<file path="src/rtl/mem_arbiter.sv">
// mem_arbiter: two-requester sequencer for a shared single-port RAM.
// One RAM access per grant, IDLE -> ACCESS -> DONE -> IDLE; done pulses in DONE.
// Optional macro RR_ARB_EN: round-robin tie-break between A and B.
// Without it, port A wins every tie (fixed priority).
module mem_arbiter #(
  parameter int depth = 9,
  parameter int width = 32
) (
  input  logic             clk,
  input  logic             clr_n,
  input  logic             a_req,
  input  logic             a_we,
  input  logic [depth-1:0] a_addr,
  input  logic [width-1:0] a_wdata,
  output logic [width-1:0] a_rdata,
  output logic             a_done,
  input  logic             b_req,
  input  logic             b_we,
  input  logic [depth-1:0] b_addr,
  input  logic [width-1:0] b_wdata,
  output logic [width-1:0] b_rdata,
  output logic             b_done,
  output logic [1:0]       grant,
  output logic             busy,
  output logic [depth-1:0] ram_r_addr,
  output logic [depth-1:0] ram_w_addr,
  output logic [width-1:0] ram_w_data,
  output logic             ram_wr_en,
  input  logic [width-1:0] ram_r_data
);

  localparam logic [1:0] S_IDLE   = 2'd0;
  localparam logic [1:0] S_ACCESS = 2'd1;
  localparam logic [1:0] S_DONE   = 2'd2;

  logic [1:0]       state_q, state_d;
  logic [1:0]       grant_q, grant_d;
  logic [depth-1:0] addr_q, addr_d;
  logic [width-1:0] wdata_q, wdata_d;
  logic             we_q, we_d;
  logic [width-1:0] a_rdata_q, a_rdata_d;
  logic [width-1:0] b_rdata_q, b_rdata_d;
  logic             pick_b;

`ifdef RR_ARB_EN
  // pref_b_q names the port that wins the next tie; it flips away from each winner.
  logic pref_b_q, pref_b_d;
  assign pick_b = b_req && (!a_req || pref_b_q);
`else
  assign pick_b = b_req && !a_req;
`endif

  // Next-state logic: arbitration and latching in IDLE, read capture in ACCESS.
  always_comb begin
    state_d   = state_q;
    grant_d   = grant_q;
    addr_d    = addr_q;
    wdata_d   = wdata_q;
    we_d      = we_q;
    a_rdata_d = a_rdata_q;
    b_rdata_d = b_rdata_q;
`ifdef RR_ARB_EN
    pref_b_d  = pref_b_q;
`endif
    case (state_q)
      S_IDLE: begin
        if (a_req || b_req) begin
          state_d = S_ACCESS;
          grant_d = pick_b ? 2'b10 : 2'b01;
          addr_d  = pick_b ? b_addr : a_addr;
          wdata_d = pick_b ? b_wdata : a_wdata;
          we_d    = pick_b ? b_we : a_we;
`ifdef RR_ARB_EN
          pref_b_d = !pick_b;
`endif
        end
      end
      S_ACCESS: begin
        state_d = S_DONE;
        if (!we_q && grant_q[0]) a_rdata_d = ram_r_data;
        if (!we_q && grant_q[1]) b_rdata_d = ram_r_data;
      end
      S_DONE: begin
        state_d = S_IDLE;
        grant_d = 2'b00;
      end
      default: begin
        state_d = S_IDLE;
        grant_d = 2'b00;
      end
    endcase
  end

  // State registers with synchronous active-low clear taking priority.
  always_ff @(posedge clk) begin
    if (!clr_n) begin
      state_q   <= S_IDLE;
      grant_q   <= 2'b00;
      addr_q    <= '0;
      wdata_q   <= '0;
      we_q      <= 1'b0;
      a_rdata_q <= '0;
      b_rdata_q <= '0;
`ifdef RR_ARB_EN
      pref_b_q  <= 1'b0;
`endif
    end else begin
      state_q   <= state_d;
      grant_q   <= grant_d;
      addr_q    <= addr_d;
      wdata_q   <= wdata_d;
      we_q      <= we_d;
      a_rdata_q <= a_rdata_d;
      b_rdata_q <= b_rdata_d;
`ifdef RR_ARB_EN
      pref_b_q  <= pref_b_d;
`endif
    end
  end

  // Address/data always reflect the latched request, so they never glitch.
  // Write enable is gated by clr_n so a clear landing on ACCESS cancels the write.
  assign ram_r_addr = addr_q;
  assign ram_w_addr = addr_q;
  assign ram_w_data = wdata_q;
  assign ram_wr_en  = clr_n && we_q && (state_q == S_ACCESS);

  assign a_rdata = a_rdata_q;
  assign b_rdata = b_rdata_q;
  assign a_done  = (state_q == S_DONE) && grant_q[0];
  assign b_done  = (state_q == S_DONE) && grant_q[1];
  assign grant   = grant_q;
  assign busy    = (state_q != S_IDLE);

endmodule

</file>
<file path="config.mk">
export PLATFORM = sky130hd
export DESIGN_NAME = mem_arbiter
export DESIGN_NICKNAME = d
export VERILOG_FILES = /design/src/rtl/mem_arbiter.sv
export SDC_FILE = /design/constraint.sdc
export NUM_CORES = 1
export LEC_CHECK = 0
export BUFFER_PORTS_ARGS = -buffer_cell sky130_fd_sc_hd__buf_2
export CAP_MARGIN = 5
export CORE_MARGIN = 4
export CORE_UTILIZATION = 30
export CTS_CLUSTER_SIZE = 8
export DETAILED_ROUTE_END_ITERATION = 10
export MAX_ROUTING_LAYER = met4
export PLACE_DENSITY = 0.69
export SYNTH_ARGS = -nofsm -noshare
export SYNTH_HDL_FRONTEND = slang
export SYNTH_SLANG_ARGS = --single-unit
</file>
<file path="constraint.sdc">
create_clock -name clk -period 2.25 [get_ports clk]
set_input_delay 0.225 -clock clk [delete_from_list [all_inputs] [get_ports clk]]
set_output_delay 0.225 -clock clk [all_outputs]
set_load 0.1 [all_outputs]
</file>
==> impl_metrics.env <==
export IMPL_cp_arrival_ps=1580
export IMPL_grt_pass1_vias=4287
export IMPL_postCtsSetupBuffers=0
export IMPL_total_power_uw=5385
export IMPL_intPower_uw=3286
export IMPL_n_fill_cell=1579
export IMPL_netlist_area_um2=4748
export IMPL_sw_frac_of_total_pct=38.97
export IMPL_use_met2_pct=23.27
export IMPL_clkSinkCount=110
export IMPL_final_cell_mix="buf_2 (237), nand2_1 (148), dfxtp_1 (110)"
export IMPL_post_place_cells=952
export IMPL_h_tree_depth=3
export IMPL_ys_types=26
export IMPL_nets=872
export IMPL_peakVddDrop_v=0.0004555
export IMPL_die_w_um=133.8
export IMPL_endpoint_kind="output port"
export IMPL_gr_max_usage_layer="met2"
export IMPL_drt_wl_total_um=13610
export IMPL_overflow=0
export IMPL_synth_area_per_cell_um2=8.525
export IMPL_syn_nets=677
export IMPL_vias_per_cell=4.723
export IMPL_ys_warn_count=0
export IMPL_hp_class="input pin to flop"
export IMPL_drv_slew=0
export IMPL_cts_root_buf="clkbuf_16"
export IMPL_fin_crit_sh_pct=80.27
export IMPL_layoutNonFillerInstCount=967
export IMPL_maxSlewHeadroom_pct=54.10
export IMPL_clk_pin_slew_worst_paths_ps=70
export IMPL_period_needed_ps=1806
export IMPL_wl_per_cell_um=14.08
export IMPL_route_detailed_drc=0
export IMPL_start_util_pct=30.89
export IMPL_ant_nets=0
export IMPL_holdBufCountCts=0
export IMPL_synth_top_area_cell="dfxtp_1"
export IMPL_met3_usage_pct=4.576
export IMPL_p_leak_uw=0.002806
export IMPL_finalSetupTns_ps=0
export IMPL_clk_latency_ps=340
export IMPL_p_comb_share_pct=31.0
export IMPL_max_slew_worst_pin_slew_ps=688.5
export IMPL_io_buffer_count=239
export IMPL_fmax_mhz=553.7
export IMPL_cts_tree="done"
export IMPL_crit_type="flop to output port"
export IMPL_p_sw_uw=2098
export IMPL_first_pass_iters=4
export IMPL_synth_seq_cells=110
export IMPL_hold_viol_final=0
export IMPL_fp_dieH_um=133.8
export IMPL_clockPowerShare_pct=29.4
export IMPL_register_area_um2=2202
export IMPL_yosysSeqAreaShare_pct=46.38
export IMPL_syn2layout_area_growth_pct=32.49
export IMPL_placementRows=45
export IMPL_p_seq_share_pct=39.6
export IMPL_synth_top_area_share_pct=46.38
export IMPL_synthTopCellsByArea="dfxtp_1 (46%), a311oi_2 (13%), nand2_1 (12%)"
export IMPL_drive_above_1_share_pct=40.87
export IMPL_grt_max_degree=129
export IMPL_drv_cap=0
export IMPL_clock_tree_buffer_depth=2
export IMPL_post_cts_resized=0
export IMPL_die_area_um2=17910
export IMPL_clock_skew_ps=8.028
export IMPL_final_common_cell="buf_2"
export IMPL_gp_congestion=0.7535
export IMPL_synth_cells=557
export IMPL_status="finished, final reports clean"
export IMPL_hpwl_um=9849
export IMPL_multi_input_area_um2=2167
export IMPL_io_pins=240
export IMPL_p_per_area_nw_per_um2=856.0
export IMPL_path_max_fanout=12
export IMPL_cts_made_buffers=9
export IMPL_antenna_found_initial=0
export IMPL_worst_setup_path_start_kind="flop"
export IMPL_setup_viol=0
export IMPL_worst_slack_ps=444.0
export IMPL_num_vias=4567
export IMPL_dp_slack_ps=715.4
export IMPL_met1_usage_pct=19.71
export IMPL_grt_pass1_wl_um=21530
export IMPL_diodes=0
export IMPL_core_um2=15370
export IMPL_crit_required_ps=2030
export IMPL_first_iter_violations=159
export IMPL_grt_setup_unrepaired="no"
export IMPL_grt_use_total_pct=15.12
==> routing by layer <==
layer / wire length [um] / vias up
met3: 1230 / 11
met5: 0 / -
met1: 6093 / 2052
met2: 6164 / 194
met4: 125 / 0
li1: - / 2310
==> critical path, stage by stage (launching register included) <==
cell and delay, ps:
dfxtp_1 490, nor2_4 80, buf_4 190, inv_2 60
buf_2 410
==> path summary, 6_finish.rpt <==
kind                                     start             to  slack, ps  depth (start not counted)
worst max register to register      state_q[1]  ram_w_data[5]        710                          3
worst min-delay path            ram_r_data[19]    a_rdata[19]        120                          3
worst min register to register      a_rdata[0]     a_rdata[0]        440                          2
worst max-delay path                state_q[1]           busy        440                          4
==> stage by stage <==
| stage | utilization (%) | area, um2 | hold slack (ps) |
|---|---|---|---|
| floorplan | - | 4748 | 362.4 |
| CTS | 40.93 | 6291 | 95.93 |
| global placement | 39.03 | 6000 | 432.6 |
| global route | 40.93 | 6291 | 112.9 |
| finish | 40.93 | 6291 | 115.9 |
| detailed placement | 39.03 | 6000 | 438.2 |
==> cells in the mapped netlist (all sizes together) <==
master  count
a211oi      1
a21oi      43
a311oi     42
and2        2
and3        3
and4bb      1
buf        39
clkbuf     26
dfxtp     110
inv         4
nand2     148
nand2b      3
nand3      64
nor2        3
nor2b       2
nor4bb      1
o21ai      64
or2         1
==> power by group through the flow <==
| stage | clock (uW) | sequential (uW) | combinational [uW] |
|---|---|---|---|
| finish | 1580 | 2130 | 1670 |
| global route | 1700 | 2150 | 1750 |
| CTS | 1640 | 2130 | 1680 |
| detailed placement | 0 | 2180 | 1680 |
| global placement | 0 | 2170 | 1680 |
| floorplan | 0 | 2950 | 624 |
==> logic make-up after synthesis <==
| group | share of synthesized area, % |
|---|---|
| flops | 46.38 |
| buf+inv | 8.353 |
| simple gates | 20.82 |
| compound gates | 24.45 |
==> registers in the layout, indices dropped and copies added, names as in the netlist <==
register and cells:
state_q 2, we_q 1, a_rdata 32, grant 2
ram_r_addr 9, b_rdata 32, ram_w_data 32
==> cell type report <==
type | count | area share, %
sequential | 110 | 35.00
clock inverter | 3 | 0.7160
inverter | 4 | 0.2387
clock buffer | 12 | 3.918
multi-input combinational | 378 | 34.45
timing repair buffer | 249 | 21.48
tap | 211 | 4.196
No activity file was read; power rests on OpenSTA's default activity.
